`config.mk`:
```
export PLATFORM = sky130hd
export DESIGN_NAME = hazard_ctrl_flat
export DESIGN_NICKNAME = d
export VERILOG_FILES = /design/src/rtl/hazard_ctrl_if.sv /design/src/rtl/hazard_ctrl.sv /design/src/flat_wrapper.sv
export SDC_FILE = /design/constraint.sdc
export NUM_CORES = 1
export LEC_CHECK = 0
export CAP_MARGIN = 10
export CORE_ASPECT_RATIO = 0.5
export CORE_MARGIN = 2
export CORE_UTILIZATION = 39
export CTS_CLUSTER_DIAMETER = 150
export DETAILED_ROUTE_END_ITERATION = 7
export GPL_TIMING_DRIVEN = 0
export PLACE_DENSITY = 0.69
export REMOVE_ABC_BUFFERS = 1
export SYNTH_ARGS = -nofsm -noshare
export SYNTH_HDL_FRONTEND = slang
export SYNTH_SLANG_ARGS = --single-unit
```
`constraint.sdc`:
```
create_clock -name clk -period 3.6 [get_ports clk]
set_input_delay 0.9 -clock clk [delete_from_list [all_inputs] [get_ports clk]]
set_output_delay 0.9 -clock clk [all_outputs]
set_load 0.1 [all_outputs]
```
`src/rtl/hazard_ctrl_if.sv`:
```
// Hazard controller bus: ID/EX hazard sources in, pipeline register controls out.
//   master : pipeline side (drives ID/EX observations, receives controls)
//   slave  : hazard_ctrl side
interface hazard_ctrl_if;
  // ID-stage source operands
  logic        id_valid;
  logic        id_rs1_re;
  logic        id_rs2_re;
  logic [4:0]  id_rs1_addr;
  logic [4:0]  id_rs2_addr;
  // EX-stage instruction
  logic        ex_rd_we;
  logic [4:0]  ex_rd_addr;
  logic        ex_is_load;
  logic        ex_mc_start;
  logic        ex_branch_taken;
  // Pipeline register controls
  logic        pc_stall;
  logic        if_id_stall;
  logic        if_id_flush;
  logic        id_ex_hold;
  logic        id_ex_bubble;
  logic        ex_mem_bubble;
  logic        mc_done;
  logic [31:0] stall_count;

  modport master (
    output id_valid, id_rs1_re, id_rs2_re, id_rs1_addr, id_rs2_addr,
           ex_rd_we, ex_rd_addr, ex_is_load, ex_mc_start, ex_branch_taken,
    input  pc_stall, if_id_stall, if_id_flush, id_ex_hold, id_ex_bubble,
           ex_mem_bubble, mc_done, stall_count
  );

  modport slave (
    input  id_valid, id_rs1_re, id_rs2_re, id_rs1_addr, id_rs2_addr,
           ex_rd_we, ex_rd_addr, ex_is_load, ex_mc_start, ex_branch_taken,
    output pc_stall, if_id_stall, if_id_flush, id_ex_hold, id_ex_bubble,
           ex_mem_bubble, mc_done, stall_count
  );
endinterface

```
`src/rtl/hazard_ctrl.sv`:
```
// Pipeline hazard controller for the five-stage RV32 core.
// Inserts the stall/bubble/flush cycles forwarding cannot cover:
// load-use (LOAD_LATENCY bubbles), multicycle EX ops (MC_LATENCY cycles)
// and taken branches/jumps resolved in EX.
// Ports:
//   clk  - clock
//   rst  - synchronous active-high reset
//   bus  - hazard_ctrl_if.slave (ID/EX hazard sources in, controls out)
// Controls are combinational from state, cnt and inputs; stall_count is
// registered and counts cycles with pc_stall=1 (wraps at 2^32).
module hazard_ctrl #(
  parameter int unsigned MC_LATENCY   = 4,
  parameter int unsigned LOAD_LATENCY = 1
) (
  input  logic         clk,
  input  logic         rst,
  hazard_ctrl_if.slave bus
);

  localparam int unsigned CNT_W = 4;
  localparam int unsigned STALL_CNT_W = 32;
  localparam logic [CNT_W-1:0] MC_INIT   = CNT_W'(MC_LATENCY - 2);
  localparam logic [CNT_W-1:0] LOAD_INIT =
    (LOAD_LATENCY > 1) ? CNT_W'(LOAD_LATENCY - 2) : '0;
  localparam logic USE_LOAD_WAIT = (LOAD_LATENCY > 1);

  typedef enum logic [1:0] {
    RUN       = 2'd0,
    LOAD_WAIT = 2'd1,
    MC_BUSY   = 2'd2
  } state_t;

  state_t                 state_q, state_d;
  logic [CNT_W-1:0]       cnt_q, cnt_d;
  logic [STALL_CNT_W-1:0] stall_count_q;

  logic load_use;
  logic pc_stall, if_id_stall, if_id_flush;
  logic id_ex_hold, id_ex_bubble, ex_mem_bubble, mc_done;

  // Dependent read of a load destination still in EX; x0 never hazards.
  always_comb begin
    load_use = bus.id_valid & bus.ex_is_load & bus.ex_rd_we &
               (bus.ex_rd_addr != 5'd0) &
               ((bus.id_rs1_re & (bus.id_rs1_addr == bus.ex_rd_addr)) |
                (bus.id_rs2_re & (bus.id_rs2_addr == bus.ex_rd_addr)));
  end

  // Next state and control outputs; reset forces every control low.
  always_comb begin
    state_d       = state_q;
    cnt_d         = cnt_q;
    pc_stall      = 1'b0;
    if_id_stall   = 1'b0;
    if_id_flush   = 1'b0;
    id_ex_hold    = 1'b0;
    id_ex_bubble  = 1'b0;
    ex_mem_bubble = 1'b0;
    mc_done       = 1'b0;

    if (!rst) begin
      unique case (state_q)
        RUN: begin
          if (bus.ex_branch_taken) begin
            // Kill the two younger instructions; no added latency.
            if_id_flush  = 1'b1;
            id_ex_bubble = 1'b1;
          end else if (bus.ex_mc_start) begin
            pc_stall      = 1'b1;
            if_id_stall   = 1'b1;
            id_ex_hold    = 1'b1;
            ex_mem_bubble = 1'b1;
            state_d       = MC_BUSY;
            cnt_d         = MC_INIT;
          end else if (load_use) begin
            pc_stall     = 1'b1;
            if_id_stall  = 1'b1;
            id_ex_bubble = 1'b1;
            if (USE_LOAD_WAIT) begin
              state_d = LOAD_WAIT;
              cnt_d   = LOAD_INIT;
            end
          end
        end

        // EX holds a bubble here, so branch/mc inputs are meaningless.
        LOAD_WAIT: begin
          pc_stall     = 1'b1;
          if_id_stall  = 1'b1;
          id_ex_bubble = 1'b1;
          if (cnt_q == '0) begin
            state_d = RUN;
          end else begin
            cnt_d = cnt_q - CNT_W'(1);
          end
        end

        MC_BUSY: begin
          if (cnt_q != '0) begin
            pc_stall      = 1'b1;
            if_id_stall   = 1'b1;
            id_ex_hold    = 1'b1;
            ex_mem_bubble = 1'b1;
            cnt_d         = cnt_q - CNT_W'(1);
          end else begin
            // Final EX cycle: let the result into EX/MEM.
            mc_done = 1'b1;
            state_d = RUN;
          end
        end

        default: begin
          state_d = RUN;
          cnt_d   = '0;
        end
      endcase
    end
  end

  // State, counter and stall statistics.
  always_ff @(posedge clk) begin
    if (rst) begin
      state_q       <= RUN;
      cnt_q         <= '0;
      stall_count_q <= '0;
    end else begin
      state_q <= state_d;
      cnt_q   <= cnt_d;
      if (pc_stall) begin
        stall_count_q <= stall_count_q + STALL_CNT_W'(1);
      end
    end
  end

  assign bus.pc_stall      = pc_stall;
  assign bus.if_id_stall   = if_id_stall;
  assign bus.if_id_flush   = if_id_flush;
  assign bus.id_ex_hold    = id_ex_hold;
  assign bus.id_ex_bubble  = id_ex_bubble;
  assign bus.ex_mem_bubble = ex_mem_bubble;
  assign bus.mc_done       = mc_done;
  assign bus.stall_count   = stall_count_q;

endmodule

```
`src/flat_wrapper.sv`:
```
// flat-port wrapper written by rule: the top's interface ports become plain ports
module hazard_ctrl_flat 
#(
  parameter int unsigned MC_LATENCY   = 4,
  parameter int unsigned LOAD_LATENCY = 1
)
  (clk, rst, bus_id_valid, bus_id_rs1_re, bus_id_rs2_re, bus_id_rs1_addr, bus_id_rs2_addr, bus_ex_rd_we, bus_ex_rd_addr, bus_ex_is_load, bus_ex_mc_start, bus_ex_branch_taken, bus_pc_stall, bus_if_id_stall, bus_if_id_flush, bus_id_ex_hold, bus_id_ex_bubble, bus_ex_mem_bubble, bus_mc_done, bus_stall_count);
  hazard_ctrl_if bus_i ();
  input  logic clk;
  input  logic rst;
  input wire logic [$bits(bus_i.id_valid)-1:0] bus_id_valid;
  input wire logic [$bits(bus_i.id_rs1_re)-1:0] bus_id_rs1_re;
  input wire logic [$bits(bus_i.id_rs2_re)-1:0] bus_id_rs2_re;
  input wire logic [$bits(bus_i.id_rs1_addr)-1:0] bus_id_rs1_addr;
  input wire logic [$bits(bus_i.id_rs2_addr)-1:0] bus_id_rs2_addr;
  input wire logic [$bits(bus_i.ex_rd_we)-1:0] bus_ex_rd_we;
  input wire logic [$bits(bus_i.ex_rd_addr)-1:0] bus_ex_rd_addr;
  input wire logic [$bits(bus_i.ex_is_load)-1:0] bus_ex_is_load;
  input wire logic [$bits(bus_i.ex_mc_start)-1:0] bus_ex_mc_start;
  input wire logic [$bits(bus_i.ex_branch_taken)-1:0] bus_ex_branch_taken;
  output wire logic [$bits(bus_i.pc_stall)-1:0] bus_pc_stall;
  output wire logic [$bits(bus_i.if_id_stall)-1:0] bus_if_id_stall;
  output wire logic [$bits(bus_i.if_id_flush)-1:0] bus_if_id_flush;
  output wire logic [$bits(bus_i.id_ex_hold)-1:0] bus_id_ex_hold;
  output wire logic [$bits(bus_i.id_ex_bubble)-1:0] bus_id_ex_bubble;
  output wire logic [$bits(bus_i.ex_mem_bubble)-1:0] bus_ex_mem_bubble;
  output wire logic [$bits(bus_i.mc_done)-1:0] bus_mc_done;
  output wire logic [$bits(bus_i.stall_count)-1:0] bus_stall_count;
  assign bus_i.id_valid = bus_id_valid;
  assign bus_i.id_rs1_re = bus_id_rs1_re;
  assign bus_i.id_rs2_re = bus_id_rs2_re;
  assign bus_i.id_rs1_addr = bus_id_rs1_addr;
  assign bus_i.id_rs2_addr = bus_id_rs2_addr;
  assign bus_i.ex_rd_we = bus_ex_rd_we;
  assign bus_i.ex_rd_addr = bus_ex_rd_addr;
  assign bus_i.ex_is_load = bus_ex_is_load;
  assign bus_i.ex_mc_start = bus_ex_mc_start;
  assign bus_i.ex_branch_taken = bus_ex_branch_taken;
  assign bus_pc_stall = bus_i.pc_stall;
  assign bus_if_id_stall = bus_i.if_id_stall;
  assign bus_if_id_flush = bus_i.if_id_flush;
  assign bus_id_ex_hold = bus_i.id_ex_hold;
  assign bus_id_ex_bubble = bus_i.id_ex_bubble;
  assign bus_ex_mem_bubble = bus_i.ex_mem_bubble;
  assign bus_mc_done = bus_i.mc_done;
  assign bus_stall_count = bus_i.stall_count;
  hazard_ctrl #(.MC_LATENCY(MC_LATENCY), .LOAD_LATENCY(LOAD_LATENCY)) u_core (.clk(clk), .rst(rst), .bus(bus_i));
endmodule
```
# Word level (Yosys, flattened, before mapping)
# Index checks and enable logic that the tools add are counted.
op_classes:
  n_eq_ne: 10
  n_addsub: 2
  n_mux: 30
  reduce_logical: 6
  bitwise: 7
ops:
  columns: ["op", "n"]
  rows:
  - ["32-bit by 1-bit adder with 32-bit output, second input constant", 1]
  - ["1-bit two-way mux", 17]
  - ["4-bit two-way mux", 4]
  - ["4-bit one-hot mux with 3 select lines", 1]
  - ["5-bit == test", 2]
  - ["2-bit two-way mux", 4]
  - ["2-bit != test, second input constant", 4]
  - ["4-bit AND reduction", 2]
  - ["1-bit AND", 6]
  - ["2-bit one-hot mux with 3 select lines", 1]
  - ["5-bit nonzero test", 1]
  - ["4-bit zero test", 1]
  - ["2-bit by 1-bit != test with 1-bit output, second input constant", 2]
  - ["1-bit one-hot mux with 2 select lines", 2]
  - ["4-bit nonzero test", 1]
  - ["4-bit by 1-bit subtractor with 4-bit output, second input constant", 1]
  - ["1-bit one-hot mux with 3 select lines", 1]
  - ["2-bit by 1-bit == test with 1-bit output, second input constant", 1]
  - ["2-bit == test, second input constant", 1]
  - ["2-bit zero test", 1]
  - ["1-bit bitwise OR", 1]
totals:
  regBits: 38
  output_inout_bits: 39

# Logic depth before layout (Yosys ltp)
# Gate-level depths: netlist (run 1).
depth:
  ltp_word: 9
  ltp_mapped: 10
  depth_no_buf: 8

# Worst setup path after synthesis (run 1)
# Ideal clock, no wire load.
synth_timing:
  kind: "input port to output port"
  start: "input port bus_ex_branch_taken"
  end: "output port bus_pc_stall"
  arrival_ns: 3.555
  cell_stages: 8
  path_buffers: 3
  required_time_ns: 2.700
  path_slack_ns: -0.855
  path_cell_list: "nor3b_2 -> a21oi_2 -> nor2_2 -> a31oi_4 -> buf_4 -> buf_6 -> inv_1 -> buf_4"
synth_between:
  elab_chain_cells: 3
synth_lines:
  columns: ["element", "line_no", "source"]
  rows:
  - ["start: declaration", "flat_wrapper.sv:20", "input wire logic [$bits(bus_i.ex_branch_taken)-1:0] bus_ex_branch_taken;"]
  - ["1-bit two-way mux", null, null]
  - ["1-bit one-hot mux with 3 select lines", null, null]
  - ["1-bit two-way mux", null, null]
  - ["end: declaration", "flat_wrapper.sv:21", "output wire logic [$bits(bus_i.pc_stall)-1:0] bus_pc_stall;"]
# No other way between the ends.

# Final worst setup path (run 1)
layout_timing:
  start: "input port bus_ex_branch_taken"
  end: "output port bus_id_ex_hold"
layout_between:
  elab_chain_cells: 3
layout_lines:
  columns: ["element", "line_no", "source"]
  rows:
  - ["1-bit two-way mux", "hazard_ctrl.sv:64", "if (bus.ex_branch_taken) begin"]
  - ["1-bit one-hot mux with 2 select lines", "hazard_ctrl.sv:62", "unique case (state_q)"]
  - ["1-bit two-way mux", "hazard_ctrl.sv:61", "if (!rst) begin"]
  - ["end: declaration", "flat_wrapper.sv:24", "output wire logic [$bits(bus_i.id_ex_hold)-1:0] bus_id_ex_hold;"]
# No other way between the ends.

==> impl_metrics.py, run 1 <==
metrics = {
    "setup_path": {
        "worstPathMaxFanout": 6,
        "cp_slowest_stage_delay_ns": 0.51,
        "critPathBufInv": 2,
        "setup.worst_path.end_class": "output pin",
        "setup.worst_path.start_class": "input port",
        "critPathArrivalTime_ns": 2.63,
        "worstPathRequired_ns": 2.70,
        "timing.reg2reg.worst_path_depth": 9,
        "cell_class_contributing_the_biggest_share_of_worst_path_delay": "buffers and inverters",
        "critPathKind": "in2out",
        "cp_cell_sequence": "clkdlybuf4s50_1 -> nor3b_2 -> a21oi_2 -> nor2_2 -> buf_2",
        "cpMaxStageDelayCell": "buf_2",
        "path_depth": 5,
    },
    "cts": {
        "tritoncts_clock_tree": "yes",
        "clock-root-buffer": "clkbuf_8",
        "clkSlewWorstSetupHoldPaths_ns": 0.07,
        "cts_made_buffers": 5,
        "cts_sinks": 37,
        "worstSkewPairLatency_ns": 0.29,
        "h-tree-depth": 2,
        "ctsHoldBuffers": 0,
        "cts_buffer_depth": 2,
    },
    "route": {
        "route.vias.total": 2120,
        "viasPerCell": 5.594,
        "antenna_left": 0,
        "finalWirelength_um": 5451,
        "route.detailed.drc": 0,
        "drt-pass1-iter-count": 4,
        "drt_iter0_markers": 82,
        "drt-wirelength-per-cell_um": 14.38,
    },
    "placed_design": {
        "place_hpwl_um": 3505,
        "port-buffer-count": 62,
        "place_area_um2": 2659,
        "placement.setup.worst_slack_ns": -1.445,
        "gp_congestion": 0.8120,
    },
    "synth": {
        "post-synth-top-area-cell": "dfxtp_1",
        "synthMostInstantiatedCell": "dfxtp_1",
        "post-synth-top-area-fraction_pct": 36.10,
        "async_sr_flop_fraction_pct": 0,
        "synth_seq_cells": 37,
        "synthesis.instances": 250,
        "synth.top_cells.by_count": "dfxtp_1, a21oi_1, nand2_1, o21ai_0, or3_1",
        "synth_edf_count": 0,
        "synth_top_cells_by_area": "dfxtp_1, a21oi_1, or3_1",
        "yosys_warnings": 0,
        "synth_top_flop_cell": "dfxtp_1",
        "synth_area_um2": 2052,
        "syn_avg_cell_area_um2": 8.208,
        "yosysSeqAreaShare_pct": 36.10,
        "post_synth_num_cell_types": 42,
    },
    "cells_and_area": {
        "final_area_um2": 2791,
        "post_route_cells_drive_above_1_share_pct": 10.68,
        "final_core_density_pct": 55.83,
        "antenna_cells": 0,
        "final_net_count": 335,
        "fillerInstances": 481,
        "area.growth.synth_to_final_pct": 36.04,
    },
    "power": {
        "p_sw_share_pct": 29.94,
        "power_leakage_nw": 0.8557,
        "power_per_cell_area_nw_per_um2": 311.3,
        "combPwrFrac_pct": 18.6,
        "vdd.ir_drop.worst_v": 0.0001346,
        "power_switching_w": 0.0002602,
        "clock_power_share_pct": 32.9,
        "cellInternalPower_w": 0.0006088,
        "total_power_after_layout_w": 0.0008690,
        "sequentialPowerShare_pct": 48.5,
    },
    "timing": {
        "timing.final.setup_violations": 0,
        "finalHoldViolations": 0,
        "final_layout_setup_total_negative_slack_ns": 0,
        "timing.final.max_slew_violations": 0,
        "setup_slack_ns": 0.07310,
        "finalCriticalPeriod_ns": 3.527,
        "unrepaired_setup_endpoints_after_global_routing": "true",
        "worstMarginPinSlew_ns": 0.9881,
        "finalClockSkew_ns": 0.005364,
        "fmax_ghz": 0.2835,
        "layout_worst_path_cycle_share_pct": 97.97,
        "relSlewSlack_pct": 33.92,
    },
    "min_path": {
        "hold-path-cell-count": 2,
        "worstHoldPathType": "reg2reg",
    },
    "grt": {
        "initial_antenna_violation_count": 0,
        "grtUsageTotal_pct": 18.94,
        "first_pass_grt_wire_length_um": 9032,
        "first_global_vias": 1874,
        "largest_net_degree_at_the_start_of_global_routing": 43,
        "grt_overflow_total": 0,
    },
    "floorplanning": {
        "core-area_um2": 5000,
        "dieArea_um2": 5893,
        "core.rowCount": 18,
        "start_util_pct": 41.04,
        "die_height_um": 55.29,
        "die_x_um": 106.6,
        "io_pins": 63,
    },
    "flow_run": {
        "drv.max_cap_violation_count": 0,
    },
    "outcome": {
        "outcome": "completed",
    },
}
-- metrics by stage --
stage | cells | hold slack (ns)
floorplan | 234 | 0.4669
global placement | 366 | 0.4654
detailed placement | 366 | 0.4821
CTS | 377 | 0.4949
global route | 379 | 0.5203
finish | 379 | 0.4948
-- placed cells by master (no fill, tap or decap), types with 2 or more instances in the layout --
master,n
clkdlybuf4s50_1,54
dfxtp_1,37
a21oi_1,32
nand2_1,17
o21ai_0,17
or3_1,17
o31ai_1,13
or4_1,13
xnor2_1,12
nand4_1,11
nor2_1,11
nand3_1,10
inv_1,8
nor3_1,7
clkbuf_8,5
buf_4,4
and3_1,3
ha_1,3
buf_2,3
a21oi_2,2
clkinv_2,2
a31oi_2,2
dlygate4sd2_1,2
-- kinds of logic after synthesis --
group	share of synthesized area [%]
AO/OA/AOI/OAI	20.37
buffers and inverters	6.158
flip-flops	36.10
AND/OR/NAND/NOR	29.51
XOR/XNOR	5.549
adder cells (fa/ha/maj)	1.829
multiplexers	0.4878
-- flip-flops by register name (all words and copies together) (netlist names) --
name / flops
u_core.cnt_q: 4
u_core.bus.stall_count: 32
u_core.state_q: 1
-- worst min-delay path, stage by stage (launching register included) --
cell     delay, ns
dfxtp_1       0.32
o31ai_1       0.07
a21oi_1       0.06
-- timing repair --
action,4_1_cts,5_1_grt
setup endpoints to repair,7,3
endpoints found under the hold margin,0,0
cloned,2,0
gates resized for setup,33,1
setup buffers,1,1
pin swaps,0,1
-- layout make-up --
class,instances,area (um^2),area share [%]
Tap cell,70,87.58,3.138
Inverter,8,30.03,1.076
Clock buffer,6,72.57,2.600
Sequential cell,37,740.7,26.54
Timing Repair Buffer,65,629.4,22.55
Multi-Input combinational cell,191,1221,43.75
Clock inverter,2,10.01,0.3586
-- routing by layer --
layer	wire [um]	up-vias	global-route usage, %
met4	28	0	3.896
met2	2626	65	31.21
met1	2404	1001	24.60
li1	-	1048	-
met5	0	-	0
met3	391	6	5.903
-- worst paths after layout --
kind                                           start                                      end  slack (ns)
max                              bus_ex_branch_taken                           bus_id_ex_hold        0.07
min          u_core.bus.stall_count[31]$_SDFFE_PP0P_  u_core.bus.stall_count[31]$_SDFFE_PP0P_        0.49
max reg2reg             u_core.cnt_q[0]$_SDFFE_PP0P_  u_core.bus.stall_count[27]$_SDFFE_PP0P_        0.89
min reg2reg  u_core.bus.stall_count[31]$_SDFFE_PP0P_  u_core.bus.stall_count[31]$_SDFFE_PP0P_        0.49
-- power by group through the flow --
stage / registers (W) / clock network, W / logic (W)
finish: 0.000422 / 0.000286 / 0.000162
global route: 0.000422 / 0.000309 / 0.000172
detailed placement: 0.000431 / 0 / 0.000152
CTS: 0.000422 / 0.000288 / 0.000159
floorplan: 0.000438 / 0 / 0.0000872
global placement: 0.000431 / 0 / 0.000150
Note: power is estimated with default switching activity, not from simulation.
==> run 2, diff against run 1 <==
--- a/config.mk
+++ b/config.mk
@@ -13,2 +13,3 @@
 export DETAILED_ROUTE_END_ITERATION = 7
+export GPL_ROUTABILITY_DRIVEN = 0
 export GPL_TIMING_DRIVEN = 0
--- a/constraint.sdc
+++ b/constraint.sdc
@@ -3,2 +3,2 @@
 set_output_delay 0.9 -clock clk [all_outputs]
-set_load 0.1 [all_outputs]
+set_load 0.02 [all_outputs]
==> run 2 against run 1 <==
Register-to-register slack gained 0.02 ns. Via count grew 0.80%. Non-clock buffer count up 1. Maximum frequency is 2.1% higher. Core utilization increased by 0.53 points. Sequential cell count is the same. Hold slack gained 0.00080 ns. Die area unchanged. Clock skew grew 0.00086 ns. Count of clock-buffer cells in the layout unchanged. Largest power group unchanged. Highest routed layer unchanged.
==> impl_metrics.py, run 2 (synthesized netlist as in run 1, its figures left out) <==
metrics = {
    "cells_and_area": {
        "fillerInstances": 480,
        "final_net_count": 336,
        "antenna_cells": 0,
        "post_route_cells_drive_above_1_share_pct": 9.677,
        "final_core_density_pct": 56.36,
        "area.growth.synth_to_final_pct": 37.32,
        "mostFrequentLayoutCells": "clkdlybuf4s50_1, dfxtp_1, a21oi_1",
        "layout_commonest_cell": "clkdlybuf4s50_1",
        "max_ffs_per_register": 32,
    },
    "timing": {
        "timing.final.setup_violations": 0,
        "finalCriticalPeriod_ns": 3.454,
        "relSlewSlack_pct": 46.36,
        "worstMarginPinSlew_ns": 0.8046,
        "hold-worst-slack_ns": 0.4956,
        "fmax_ghz": 0.2895,
        "layout_worst_path_cycle_share_pct": 95.95,
        "finalHoldViolations": 0,
        "finalClockSkew_ns": 0.006227,
        "unrepaired_setup_endpoints_after_global_routing": "false",
        "timing.final.max_slew_violations": 0,
    },
    "setup_path": {
        "worstPathMaxFanout": 3,
        "setup.worst_path.start_class": "input port",
        "cell_class_contributing_the_biggest_share_of_worst_path_delay": "buffers and inverters",
        "worstPathRequired_ns": 2.70,
        "cp_slowest_stage_delay_ns": 0.53,
        "reg2reg_slack_ns": 0.91,
        "setup.worst_path.end_class": "output pin",
        "cpMaxStageDelayCell": "clkdlybuf4s50_1",
        "cp_cell_sequence": "clkdlybuf4s50_1 -> xnor2_1 -> nand4_1 -> o22ai_4 -> buf_4 -> a31oi_1 -> nor3_1 -> clkbuf_2",
        "critPathKind": "in2out",
        "critPathBufInv": 3,
        "critPathArrivalTime_ns": 2.55,
    },
    "route": {
        "finalWirelength_um": 5496,
        "drt_iter0_markers": 50,
        "route.detailed.drc": 0,
        "antenna_left": 0,
        "drt-wirelength-per-cell_um": 14.46,
        "met1_length_um": 2494,
        "viasPerCell": 5.624,
        "highest_layer": "met4",
        "met2_wirelength_um": 2658,
        "route.vias.total": 2137,
        "drt-pass1-iter-count": 4,
        "routed-wl-met3_um": 314,
    },
    "cts": {
        "cts_sinks": 37,
        "ctsHoldBuffers": 0,
        "cts_made_buffers": 5,
        "clkSlewWorstSetupHoldPaths_ns": 0.07,
        "h-tree-depth": 2,
        "clock-root-buffer": "clkbuf_8",
        "worstSkewPairLatency_ns": 0.29,
        "tritoncts_clock_tree": "yes",
        "cts_buffer_depth": 2,
    },
    "floorplanning": {
        "start_util_pct": 41.04,
        "core-area_um2": 5000,
        "core.rowCount": 18,
        "dieArea_um2": 5893,
        "io_pins": 63,
        "die_x_um": 106.6,
        "die_height_um": 55.29,
    },
    "power": {
        "total_power_after_layout_w": 0.0008352,
        "power_per_cell_area_nw_per_um2": 296.4,
        "power_leakage_nw": 0.8855,
        "vdd.ir_drop.worst_v": 0.0001369,
    },
    "grt": {
        "largest_net_degree_at_the_start_of_global_routing": 43,
        "initial_antenna_violation_count": 0,
        "grt_overflow_total": 0,
        "first_global_vias": 1874,
        "first_pass_grt_wire_length_um": 9004,
        "grtUsageTotal_pct": 18.87,
    },
    "placed_design": {
        "port-buffer-count": 62,
        "place_hpwl_um": 3505,
    },
    "flow_run": {
        "drv.max_cap_violation_count": 0,
    },
    "outcome": {
        "outcome": "completed",
    },
    "min_path": {
        "worstHoldPathType": "reg2reg",
    },
}
[run 2: cell count changes in the layout (fill, tap and decap cells not counted), sizes merged]
cell / before / now
clkbuf: 6 / 7
dlymetal6s2s: 0 / 2
buf: 9 / 5
clkdlybuf4s50: 54 / 56
[run 2: final timing paths]
kind / end / cells after the start / from
max: bus_id_ex_bubble / 8 / bus_ex_rd_addr[4]
min: u_core.bus.stall_count[31]$_SDFFE_PP0P_ / 2 / u_core.bus.stall_count[31]$_SDFFE_PP0P_
max reg2reg: u_core.bus.stall_count[31]$_SDFFE_PP0P_ / 9 / u_core.cnt_q[0]$_SDFFE_PP0P_
min reg2reg: u_core.bus.stall_count[31]$_SDFFE_PP0P_ / 2 / u_core.bus.stall_count[31]$_SDFFE_PP0P_
[run 2: layer usage]
layer	GRT usage (%)	vias to the layer above
met5	0	-
met4	3.896	0
met3	5.903	6
met2	30.94	54
met1	24.62	1024
li1	-	1053
[run 2: final cells by class]
cell class	count	area (um^2)	share of cell area, %
multi-input combinational	191	1226	43.52
sequential	37	740.7	26.29
timing repair buffer	66	650.6	23.09
tap	70	87.58	3.108
clock buffer	6	72.57	2.575
inverter	8	30.03	1.066
clock inverter	2	10.01	0.3552
[run 2: worst min-delay path: cells and delay by family, from the launching register on]
kind / cells / cell delay, ns
AO/OA/AOI/OAI: 2 / 0.13
flip-flops: 1 / 0.32
[run 2: power breakdown]
group	internal, W	switching, W
sequential	0.000415	0.00000683
combinational	0.0000612	0.0000671
clock	0.000134	0.000151
[run 2: per-stage QoR]
stage	setup WS [ns]	instances	cell area [um^2]	TNS, ns
after floorplan	0.1026	234	1956	0
after global placement	-1.701	366	2664	-24.39
after detailed placement	-1.015	366	2659	-2.185
after CTS	0.001426	379	2801	0
after global routing	0.05082	380	2818	0
final	0.1457	380	2818	0
[run 2: repair_timing]
item	in CTS	in global routing
gates resized for setup	8	3
pin swaps	2	0
cloned	2	0
buffers inserted	3	0
setup endpoints to repair	3	3
==> run 3, diff against run 2 <==
- SLEW_MARGIN: default -> 30
==> run 3 against run 2 <==
Hold slack is essentially flat. Clock skew shrank 0.0037 ns. Sequential share of layout area is the same. Count of clock-buffer cells in the layout grew 1. Critical endpoint unchanged.
==> impl_metrics.py, run 3 (synthesized netlist as in run 1, its figures left out) <==
metrics = {
    "setup_path": {
        "cell_class_contributing_the_biggest_share_of_worst_path_delay": "buffers and inverters",
        "worstPathMaxFanout": 3,
        "cp_slowest_stage_delay_ns": 0.55,
        "critPathArrivalTime_ns": 2.56,
        "critPathBufInv": 2,
        "critPathKind": "in2out",
        "cp_cell_sequence": "clkdlybuf4s50_1 -> xnor2_1 -> nand4_1 -> o22ai_2 -> a31oi_1 -> nor3_1 -> dlygate4sd2_1",
        "cpMaxStageDelayCell": "clkdlybuf4s50_1",
        "setup.worst_path.start_class": "input port",
        "timing.reg2reg.worst_path_depth": 7,
        "path_depth": 7,
        "setup.worst_path.end_class": "output pin",
        "worstPathRequired_ns": 2.70,
    },
    "power": {
        "power_switching_w": 0.0002102,
        "sequentialPowerShare_pct": 50.1,
        "combPwrFrac_pct": 14.9,
        "clock_power_share_pct": 34.9,
        "power_per_cell_area_nw_per_um2": 298.6,
        "cellInternalPower_w": 0.0006311,
        "p_sw_share_pct": 24.99,
        "total_power_after_layout_w": 0.0008413,
        "vdd.ir_drop.worst_v": 0.0001267,
        "power_leakage_nw": 0.8960,
    },
    "timing": {
        "fmax_ghz": 0.2888,
        "timing.final.max_slew_violations": 0,
        "finalHoldViolations": 0,
        "finalClockSkew_ns": 0.002538,
        "setup_slack_ns": 0.1375,
        "finalCriticalPeriod_ns": 3.463,
        "layout_worst_path_cycle_share_pct": 96.18,
        "timing.final.setup_violations": 0,
        "unrepaired_setup_endpoints_after_global_routing": "false",
        "worstMarginPinSlew_ns": 0.5488,
        "final_layout_setup_total_negative_slack_ns": 0,
        "relSlewSlack_pct": 63.41,
    },
    "cells_and_area": {
        "post_route_cells_drive_above_1_share_pct": 8.143,
        "layout_commonest_cell": "clkdlybuf4s50_1",
        "fillerInstances": 483,
        "max_ffs_per_register": 32,
        "area.growth.synth_to_final_pct": 37.32,
        "final_core_density_pct": 56.36,
        "mostFrequentLayoutCells": "clkdlybuf4s50_1, dfxtp_1, a21oi_1",
        "final_net_count": 334,
        "antenna_cells": 0,
    },
    "cts": {
        "ctsHoldBuffers": 0,
        "clkSlewWorstSetupHoldPaths_ns": 0.07,
        "cts_sinks": 37,
        "tritoncts_clock_tree": "yes",
        "h-tree-depth": 2,
        "clock-root-buffer": "clkbuf_8",
        "worstSkewPairLatency_ns": 0.29,
        "cts_buffer_depth": 2,
        "cts_made_buffers": 5,
    },
    "floorplanning": {
        "start_util_pct": 41.04,
        "die_height_um": 55.29,
        "die_x_um": 106.6,
        "io_pins": 63,
        "core-area_um2": 5000,
        "core.rowCount": 18,
        "dieArea_um2": 5893,
    },
    "route": {
        "antenna_left": 0,
        "drt_iter0_markers": 46,
        "route.vias.total": 2076,
        "route.detailed.drc": 0,
        "finalWirelength_um": 5040,
        "drt-wirelength-per-cell_um": 13.37,
        "drt-pass1-iter-count": 4,
        "viasPerCell": 5.507,
    },
    "min_path": {
        "hold-path-cell-count": 2,
        "worstHoldPathType": "reg2reg",
    },
    "outcome": {
        "outcome": "completed",
    },
    "placed_design": {
        "place_hpwl_um": 3726,
        "placement.setup.worst_slack_ns": -0.3185,
        "port-buffer-count": 62,
    },
    "flow_run": {
        "drv.max_cap_violation_count": 0,
    },
    "grt": {
        "largest_net_degree_at_the_start_of_global_routing": 30,
        "first_pass_grt_wire_length_um": 8397,
        "grt_overflow_total": 0,
        "first_global_vias": 1866,
        "initial_antenna_violation_count": 0,
        "grtUsageTotal_pct": 17.65,
    },
}
-- run 3: per-layer routing --
metal	up-vias	track usage, %	part of all wire [%]
met5	-	0	0
met4	0	8.163	1.9
met3	9	5.313	6.0
met2	54	28.39	46
met1	973	21.83	46
li1	1040	-	-
-- run 3: power groups by stage --
stage               logic [W]  clock network [W]  registers (W)
floorplan           0.0000584                  0       0.000431
global placement     0.000114                  0       0.000431
detailed placement   0.000125                  0       0.000431
CTS                  0.000125           0.000301       0.000421
global route         0.000135           0.000315       0.000423
finish               0.000126           0.000294       0.000422
-- run 3: area by class of cell --
type,count,area [um^2],share of cell area (%)
Multi-Input combinational cell,189,1191,42.27
Sequential cell,37,740.7,26.29
Timing Repair Buffer,66,681.9,24.20
Tap cell,70,87.58,3.108
Clock buffer,7,86.33,3.064
Inverter,8,30.03,1.066
-- run 3: path summary, 6_finish.rpt --
kind / start / end / slack, ns
worst max-delay path: bus_ex_rd_addr[1] / bus_id_ex_bubble / 0.14
worst min-delay path: u_core.bus.stall_count[31]$_SDFFE_PP0P_ / u_core.bus.stall_count[31]$_SDFFE_PP0P_ / 0.50
worst max register to register: u_core.bus.stall_count[0]$_SDFFE_PP0P_ / u_core.bus.stall_count[22]$_SDFFE_PP0P_ / 1.09
worst min register to register: u_core.bus.stall_count[31]$_SDFFE_PP0P_ / u_core.bus.stall_count[31]$_SDFFE_PP0P_ / 0.50
-- run 3: per-stage QoR --
step	instances	hold WS [ns]	cell area, um^2
3_5_place_dp	369	0.4830	2716
3_3_place_gp	366	0.4654	2664
6_report	377	0.4954	2818
4_1_cts	377	0.4950	2806
5_1_grt	377	0.5167	2818
2_1_floorplan	234	0.4669	1956
-- run 3: worst reg2reg max path: cells and delay by family (launching register included) --
| kind | cells | cell delay [ns] |
|---|---|---|
| AND/OR/NAND/NOR | 5 | 1.69 |
| flip-flops | 1 | 0.43 |
| AO/OA/AOI/OAI | 1 | 0.13 |
| adder cells (fa/ha/maj) | 1 | 0.20 |
-- run 3: repair_timing --
item,in CTS,in global routing
hold endpoints to repair,0,0
gates resized for setup,3,3
setup endpoints to repair,3,2
gates cloned,0,0
setup buffers,1,0
